<file path="src/rtl/ram_arb_pkg.sv">
`default_nettype none
// ============================================================================
// Module  : ram_arb_pkg
// Purpose : Shared types and constants for the two-port RAM arbiter.
// Rev     : 1.0 - initial release
// ============================================================================
package ram_arb_pkg;

  typedef enum logic [1:0] {
    ARB_RR    = 2'd0,
    ARB_LOCK0 = 2'd1,
    ARB_LOCK1 = 2'd2
  } arb_state_t;

  localparam int NUM_REQ    = 2;
  localparam int REQ_CPU    = 0;
  localparam int REQ_LOADER = 1;

endpackage
`default_nettype wire

</file>
<file path="src/rtl/ram_arbiter_rr_select.sv">
`default_nettype none
// ============================================================================
// Module  : rr_select
// Purpose : 2-way combinational grant selector (round-robin or fixed priority).
// Rev     : 1.0 - initial release
// ============================================================================
module rr_select
  import ram_arb_pkg::*;
(
  input  logic [NUM_REQ-1:0] req,
  input  logic               ptr,
  input  logic               fixed_prio,
  output logic [NUM_REQ-1:0] gnt
);

  always_comb begin
    gnt = req;
    // Only contention needs a decision; a lone requester always wins.
    if (&req) begin
      gnt = '0;
      if (fixed_prio || !ptr) gnt[REQ_CPU] = 1'b1;
      else                    gnt[REQ_LOADER] = 1'b1;
    end
  end

endmodule
`default_nettype wire

</file>
<file path="src/rtl/ram_arbiter.sv">
`default_nettype none
// ============================================================================
// Module  : ram_arbiter
// Purpose : Shares one single-port RAM between CPU and loader with RR + lock.
//           Define RAM_ARB_FIXED_PRIO_EN for fixed CPU priority (no pointer).
// Rev     : 1.0 - initial release
// ============================================================================
module ram_arbiter
  import ram_arb_pkg::*;
#(
  parameter int DATA_WIDTH    = 16,
  parameter int ADDRESS_WIDTH = 14
) (
  input  logic                     clk,
  input  logic                     reset,
  input  logic [NUM_REQ-1:0]       req,
  input  logic [NUM_REQ-1:0]       we,
  input  logic [NUM_REQ-1:0]       lock,
  input  logic [ADDRESS_WIDTH-1:0] addr0,
  input  logic [ADDRESS_WIDTH-1:0] addr1,
  input  logic [DATA_WIDTH-1:0]    wdata0,
  input  logic [DATA_WIDTH-1:0]    wdata1,
  output logic [NUM_REQ-1:0]       gnt,
  output logic [NUM_REQ-1:0]       rvalid,
  output logic [DATA_WIDTH-1:0]    rdata,
  output logic                     ram_load,
  output logic [ADDRESS_WIDTH-1:0] ram_address_in,
  output logic [DATA_WIDTH-1:0]    ram_data_in,
  input  logic [DATA_WIDTH-1:0]    ram_data_out
);

  arb_state_t          r_state;
  arb_state_t          w_state_nxt;
  logic [NUM_REQ-1:0]  r_rvalid;
  logic [NUM_REQ-1:0]  w_sel;
  logic [NUM_REQ-1:0]  w_gnt;
  logic                w_ptr;
  logic                w_load;

`ifdef RAM_ARB_FIXED_PRIO_EN
  localparam logic c_FIXED_PRIO = 1'b1;
  assign w_ptr = 1'b0;
`else
  localparam logic c_FIXED_PRIO = 1'b0;
  logic r_ptr;

  // Pointer names the requester preferred at the next contention.
  always_ff @(posedge clk) begin
    if (reset)                    r_ptr <= 1'b0;
    else if (w_gnt[REQ_CPU])      r_ptr <= 1'b1;
    else if (w_gnt[REQ_LOADER])   r_ptr <= 1'b0;
  end
  assign w_ptr = r_ptr;
`endif

  rr_select u_rr_select (
    .req        (req),
    .ptr        (w_ptr),
    .fixed_prio (c_FIXED_PRIO),
    .gnt        (w_sel)
  );

  always_ff @(posedge clk) begin
    if (reset) begin
      r_state  <= ARB_RR;
      r_rvalid <= '0;
    end else begin
      r_state  <= w_state_nxt;
      r_rvalid <= w_gnt & ~we;
    end
  end

  always_comb begin
    w_gnt       = '0;
    w_state_nxt = r_state;
    case (r_state)
      ARB_RR: begin
        w_gnt = w_sel;
        if (w_gnt[REQ_CPU] && lock[REQ_CPU])            w_state_nxt = ARB_LOCK0;
        else if (w_gnt[REQ_LOADER] && lock[REQ_LOADER]) w_state_nxt = ARB_LOCK1;
      end
      ARB_LOCK0: begin
        w_gnt[REQ_CPU] = req[REQ_CPU];
        if (!req[REQ_CPU] || !lock[REQ_CPU]) w_state_nxt = ARB_RR;
      end
      ARB_LOCK1: begin
        w_gnt[REQ_LOADER] = req[REQ_LOADER];
        if (!req[REQ_LOADER] || !lock[REQ_LOADER]) w_state_nxt = ARB_RR;
      end
      default: w_state_nxt = ARB_RR;
    endcase
  end

  always_comb begin
    w_load         = 1'b0;
    ram_address_in = '0;
    ram_data_in    = '0;
    if (w_gnt[REQ_CPU]) begin
      w_load         = we[REQ_CPU];
      ram_address_in = addr0;
      ram_data_in    = wdata0;
    end else if (w_gnt[REQ_LOADER]) begin
      w_load         = we[REQ_LOADER];
      ram_address_in = addr1;
      ram_data_in    = wdata1;
    end
  end

  // Writes are suppressed while reset is held, even though gnt stays live.
  assign ram_load = w_load & ~reset;
  assign gnt      = w_gnt;
  assign rvalid   = r_rvalid;
  assign rdata    = ram_data_out;

endmodule
`default_nettype wire
</file>
<file path="config.mk">
export PLATFORM = sky130hd
export DESIGN_NAME = ram_arbiter
export DESIGN_NICKNAME = d
export VERILOG_FILES = /design/src/rtl/ram_arb_pkg.sv /design/src/rtl/ram_arbiter_rr_select.sv /design/src/rtl/ram_arbiter.sv
export SDC_FILE = /design/constraint.sdc
export NUM_CORES = 1
export LEC_CHECK = 0
export BUFFER_PORTS_ARGS = -buffer_cell sky130_fd_sc_hd__buf_2
export CORE_MARGIN = 4
export CORE_UTILIZATION = 24
export DETAILED_ROUTE_END_ITERATION = 6
export PLACE_DENSITY = 0.89
export SLEW_MARGIN = 40
export SYNTH_ARGS = -nofsm -noshare
export SYNTH_HDL_FRONTEND = slang
export SYNTH_SLANG_ARGS = --single-unit
</file>
<file path="constraint.sdc">
create_clock -name clk -period 1.8 [get_ports clk]
set_clock_uncertainty 0.15 [all_clocks]
set_input_delay 0.27 -clock clk [delete_from_list [all_inputs] [get_ports clk]]
set_output_delay 0.27 -clock clk [all_outputs]
set_load 0.005 [all_outputs]
</file>
# Yosys cells after proc, flatten, opt, wreduce, memory -nomap -nowiden
# Index checks and enable logic that the tools add are counted.
word_totals:
  input_bits: 84
  regBits: 5
  out_inout_bits: 51
  wordCells: 42
classes:
  n_bitwise: 4
  n_eq_ne: 5
  muxes: 18
  n_reduce_logical: 12
ops:
  columns: ["cell", "count"]
  rows:
  - ["$mux 16", 2]
  - ["$mux 14", 2]
  - ["$mux 2", 5]
  - ["$mux 1", 6]
  - ["$pmux 2 s3", 1]
  - ["$logic_not 1->1", 4]
  - ["$ne 2x2->1 const B", 2]
  - ["$pmux 1 s2", 2]
  - ["$ne 3x3->1 const B", 1]
  - ["$reduce_and 3->1", 1]
  - ["$and 2x2->2", 1]
  - ["$eq 2x1->1 const B", 1]
  - ["$eq 2x2->1 const B", 1]
  - ["$logic_and 1x1->1", 2]
  - ["$logic_not 2->1", 1]
  - ["$logic_or 1x1->1", 2]
  - ["$not 2->2", 1]
  - ["$reduce_and 2->1", 1]
  - ["$reduce_bool 2->1", 1]
  - ["$and 1x1->1", 1]
  - ["$not 1->1", 1]

# Depth between registers and ports, before layout
logic_depth:
  ltp_word: 6
  ltp_mapped: 5
  mapped_depth_nobuf: 3

# By module
# From an unflattened synthesis, not the netlist that was laid out.
hier_totals:
  hier_cells: 83
  area_unflattened_um2: 760.7
modules_own_cells:
  columns: ["module", "area_each_um2", "cells_per_inst", "instances", "seq_area_each_um2"]
  rows:
  - ["ram_arbiter", 730.7, 79, 1, 100.1]
  - ["rr_select", 30.0, 4, 1, 0.0]

# Worst setup path before layout
# No wires, ideal clock.
synth_timing:
  kind: "reg-to-output"
  start: "reg r_ptr"
  end: "out ram_address_in[10]"
  path_slack_ns: 0.124
  arrival_time_ns: 1.256
  t_required_ns: 1.380
  n_path_buf: 2
  path_stages_with_launch: 6
  path_cell_list: "dfxtp_1 or3b_1 and2_1 buf_6 buf_6 a22o_1"
synth_between:
  elab_chain_len: 5
  elab_cells_between_ends: 7
  classes_between: "mux (7)"
synth_lines:
  columns: ["item", "line", "text"]
  rows:
  - ["start: declaration", "ram_arbiter.sv:45", "logic r_ptr;"]
  - ["start signal: assignment", "ram_arbiter.sv:49", "if (reset) r_ptr <= 1'b0;"]
  - ["start signal: assignment", "ram_arbiter.sv:50", "else if (w_gnt[REQ_CPU]) r_ptr <= 1'b1;"]
  - ["start signal: assignment", "ram_arbiter.sv:51", "else if (w_gnt[REQ_LOADER]) r_ptr <= 1'b0;"]
  - ["$mux 1", "ram_arbiter_rr_select.sv:21", "if (fixed_prio || !ptr) gnt[REQ_CPU] = 1'b1;"]
  - ["$mux 2", "ram_arbiter_rr_select.sv:19", "if (&req) begin"]
  - ["$pmux 1 s2", "ram_arbiter.sv:76", "case (r_state)"]
  - ["named net gnt[1]", "ram_arbiter.sv:23", "output logic [NUM_REQ-1:0] gnt,"]
  - ["$mux 14", "ram_arbiter.sv:102", "end else if (w_gnt[REQ_LOADER]) begin"]
  - ["$mux 14", "ram_arbiter.sv:98", "if (w_gnt[REQ_CPU]) begin"]
  - ["end: declaration", "ram_arbiter.sv:27", "output logic [ADDRESS_WIDTH-1:0] ram_address_in,"]
# The timed path passes the listed nets, and every way through them passes these cells.

# Worst setup path in the final report
layout_timing:
  start: "reg r_ptr"
  end: "out ram_address_in[2]"
layout_between:
  elab_chain_len: 5
  elab_cells_between_ends: 7
  classes_between: "mux (7)"
layout_lines:
  columns: ["item", "line"]
  rows:
  - ["$mux 1", "ram_arbiter_rr_select.sv:21"]
  - ["$mux 2 *", "ram_arbiter_rr_select.sv:19"]
  - ["$pmux 1 s2", "ram_arbiter.sv:76"]
  - ["$mux 14", "ram_arbiter.sv:102"]
  - ["$mux 14 *", "ram_arbiter.sv:98"]
# Every way passes the cells marked *; elsewhere a longest branch is shown, timed or not.

==> metrics.csv <==
metric,value,unit
syn-num-nets,156,
grt_pass1_vias,899,
status,finished with violations,
core_area,0.00250,mm^2
worstPathMaxFanout,24,
synth_top_area_cell,a22o_1,
synthesis.area,636,um^2
holdWs,0.0527,ns
nets,246,
ys_seq_area_share,15.7,%
crit_buf_inv,2,
worst_pin_slew,0.231,ns
netlist-cell-type-count,16,
die_w,59.5,um
synthFlopType,dfxtp_1,
worstSetupEndpointType,primary output,
antenna_found_initial,0,
drt_iter0_markers,30,
syn_inst,72,
htreeDepth,1,
clock-sinks,5,
p_leak,0.673,nW
async_reset_ff_share,0,%
io_pins,135,
ys_warn_count,0,
ys_ff_latch,5,
grt_max_degree,25,
grt_use_total,12.6,%
drc,0,
dieArea,0.00354,mm^2
yosys-top-cells-count,"a22o_1, buf_4, dfxtp_1",
setup_viol,32,
drive_gt1_share,70.8,%
cts_root_buf,clkbuf_4,
fillers,269,
multi_input_area,359,um^2
clkLatencyLatePin,0.24,ns
drt_wl_total,2560,um
clk_path_buf_depth,2,
worstPathArrival,1.60,ns
slowest_delay,0.39,ns
cp_slowest_cell,or3b_4,
seqCellArea,100,um^2
crit_type,reg2out,
fp.dieH,59.5,um
cts_buffers,3,
holdBufCountCts,0,
start_util,25.4,%
overflow,0,
synth.area.top_cells,"a22o_1, buf_4, dfxtp_1",
violations,setup timing,
maxSlewHeadroom,84.5,%
min_period,2.02,ns
gp_congestion,0.747,
viasPerCell,4.69,
wl_per_cell,13.4,um
cts_tree,built,
crit_chain,"or3b_4, and2_4, buf_12, a22o_1, buf_2",
worstPathRequired,1.38,ns
ir_drop,250,uV
setup-tns-final,-6.09,ns
layout.cells.non_filler,191,
dp_hpwl,2190,um
port_buffers,102,
antenna_cells,0,
finalInstanceArea,0.00111,mm^2
vias,895,
power_density,493,mW/mm^2
fmax,496,MHz
syn_area_per_cell,8.83,um^2
rsz0062_at_grt,true,
crit_path_start_kind,flip-flop,
totalPowerFinal,546,uW
path_delay_family,simple AND/OR/NAND/NOR gates,
hold_viol,0,
min_path_type,in2reg,
fin_crit_sh,112,%
area_growth,74.2,%
fin_ws,-0.217,ns
placementRows,18,
max_cap_violations,0,
ant_nets,0,
post_dp_cell_area,0.00107,mm^2
yosysMostFrequentCell,a22o_1,
synth_top_area_share,41.3,%
grt_first_pass_wirelength,3460,um
path_clk_slew,0.05,ns
dpl.cell_count,186,
firstDrtPassIters,4,
synth_edf_count,0,
slew_viol_final,0,
power by group:
part / switching (mW) / internal (mW)
clock network: 0.0473 / 0.0839
logic: 0.116 / 0.180
registers: 0.00195 / 0.117
cells by family after synthesis:
group	Yosys count	synth area share (%)
flops	5	15.7
buf+inv	24	28.5
compound gates	33	45.1
simple gates	10	10.6
stage by stage:
step / setup WS [ns] / utilization (%)
final: -0.217 / 44.3
after global routing: -0.268 / 44.3
after CTS: -0.222 / 44.2
after detailed placement: -0.0561 / 42.7
after global placement: -0.0240 / 42.7
after floorplan: 0.124 / -
per-layer routing:
metal	track usage, %	vias to the layer above	part of all wire [%]
li1	-	440	-
met3	4.14	3	13
met2	23.2	62	53
met5	0	-	0
met4	6.15	0	0.82
met1	12.4	390	33
state kept, by name, summed over array words and instances (netlist names):
register / count
r_ptr: 1
r_state: 2
rvalid: 2
worst reg2reg max path: cells and delay by family, from the launching register on:
kind / cells / cell delay, ns
AND/OR/NAND/NOR: 3 / 0.76
flip-flops: 1 / 0.31
buffers and inverters: 1 / 0.13
area by class of cell:
cell class | instances | share of cell area (%)
Inverter | 1 | 0.339
Multi-Input combinational cell | 43 | 32.4
Sequential cell | 5 | 9.04
Timing Repair Buffer | 108 | 52.4
Clock buffer | 4 | 2.37
Tap cell | 30 | 3.39
final timing paths:
kind                            start                 to  slack [ns]  cells after the start
worst min-delay path            we[0]          rvalid[0]        0.05                      2
worst max register to register  r_ptr         r_state[1]        0.34                      4
worst max-delay path            r_ptr  ram_address_in[2]       -0.22                      5
worst min register to register  r_ptr              r_ptr        0.46                      3
cell usage in the layout (no fill, tap or decap), drive strengths merged:
cell | netlist | layout
buf | 21 | 108
a22o | 30 | 30
dfxtp | 5 | 5
clkbuf | 2 | 4
nor2b | 2 | 2
nand2b | 2 | 2
and3 | 2 | 2
nor3b | 2 | 2
a21oi | 2 | 2
or3b | 1 | 1
and2 | 1 | 1
inv | 1 | 1
a32o | 1 | 1
what timing repair did:
| item | 4_1_cts | 5_1_grt |
|---|---|---|
| setup endpoints to repair | 32 | 32 |
| pin swaps | 1 | 0 |
| buffers inserted | 1 | 0 |
| gates resized for setup | 2 | 1 |
| cloned | 0 | 0 |
(Power assumes the default switching activity.)
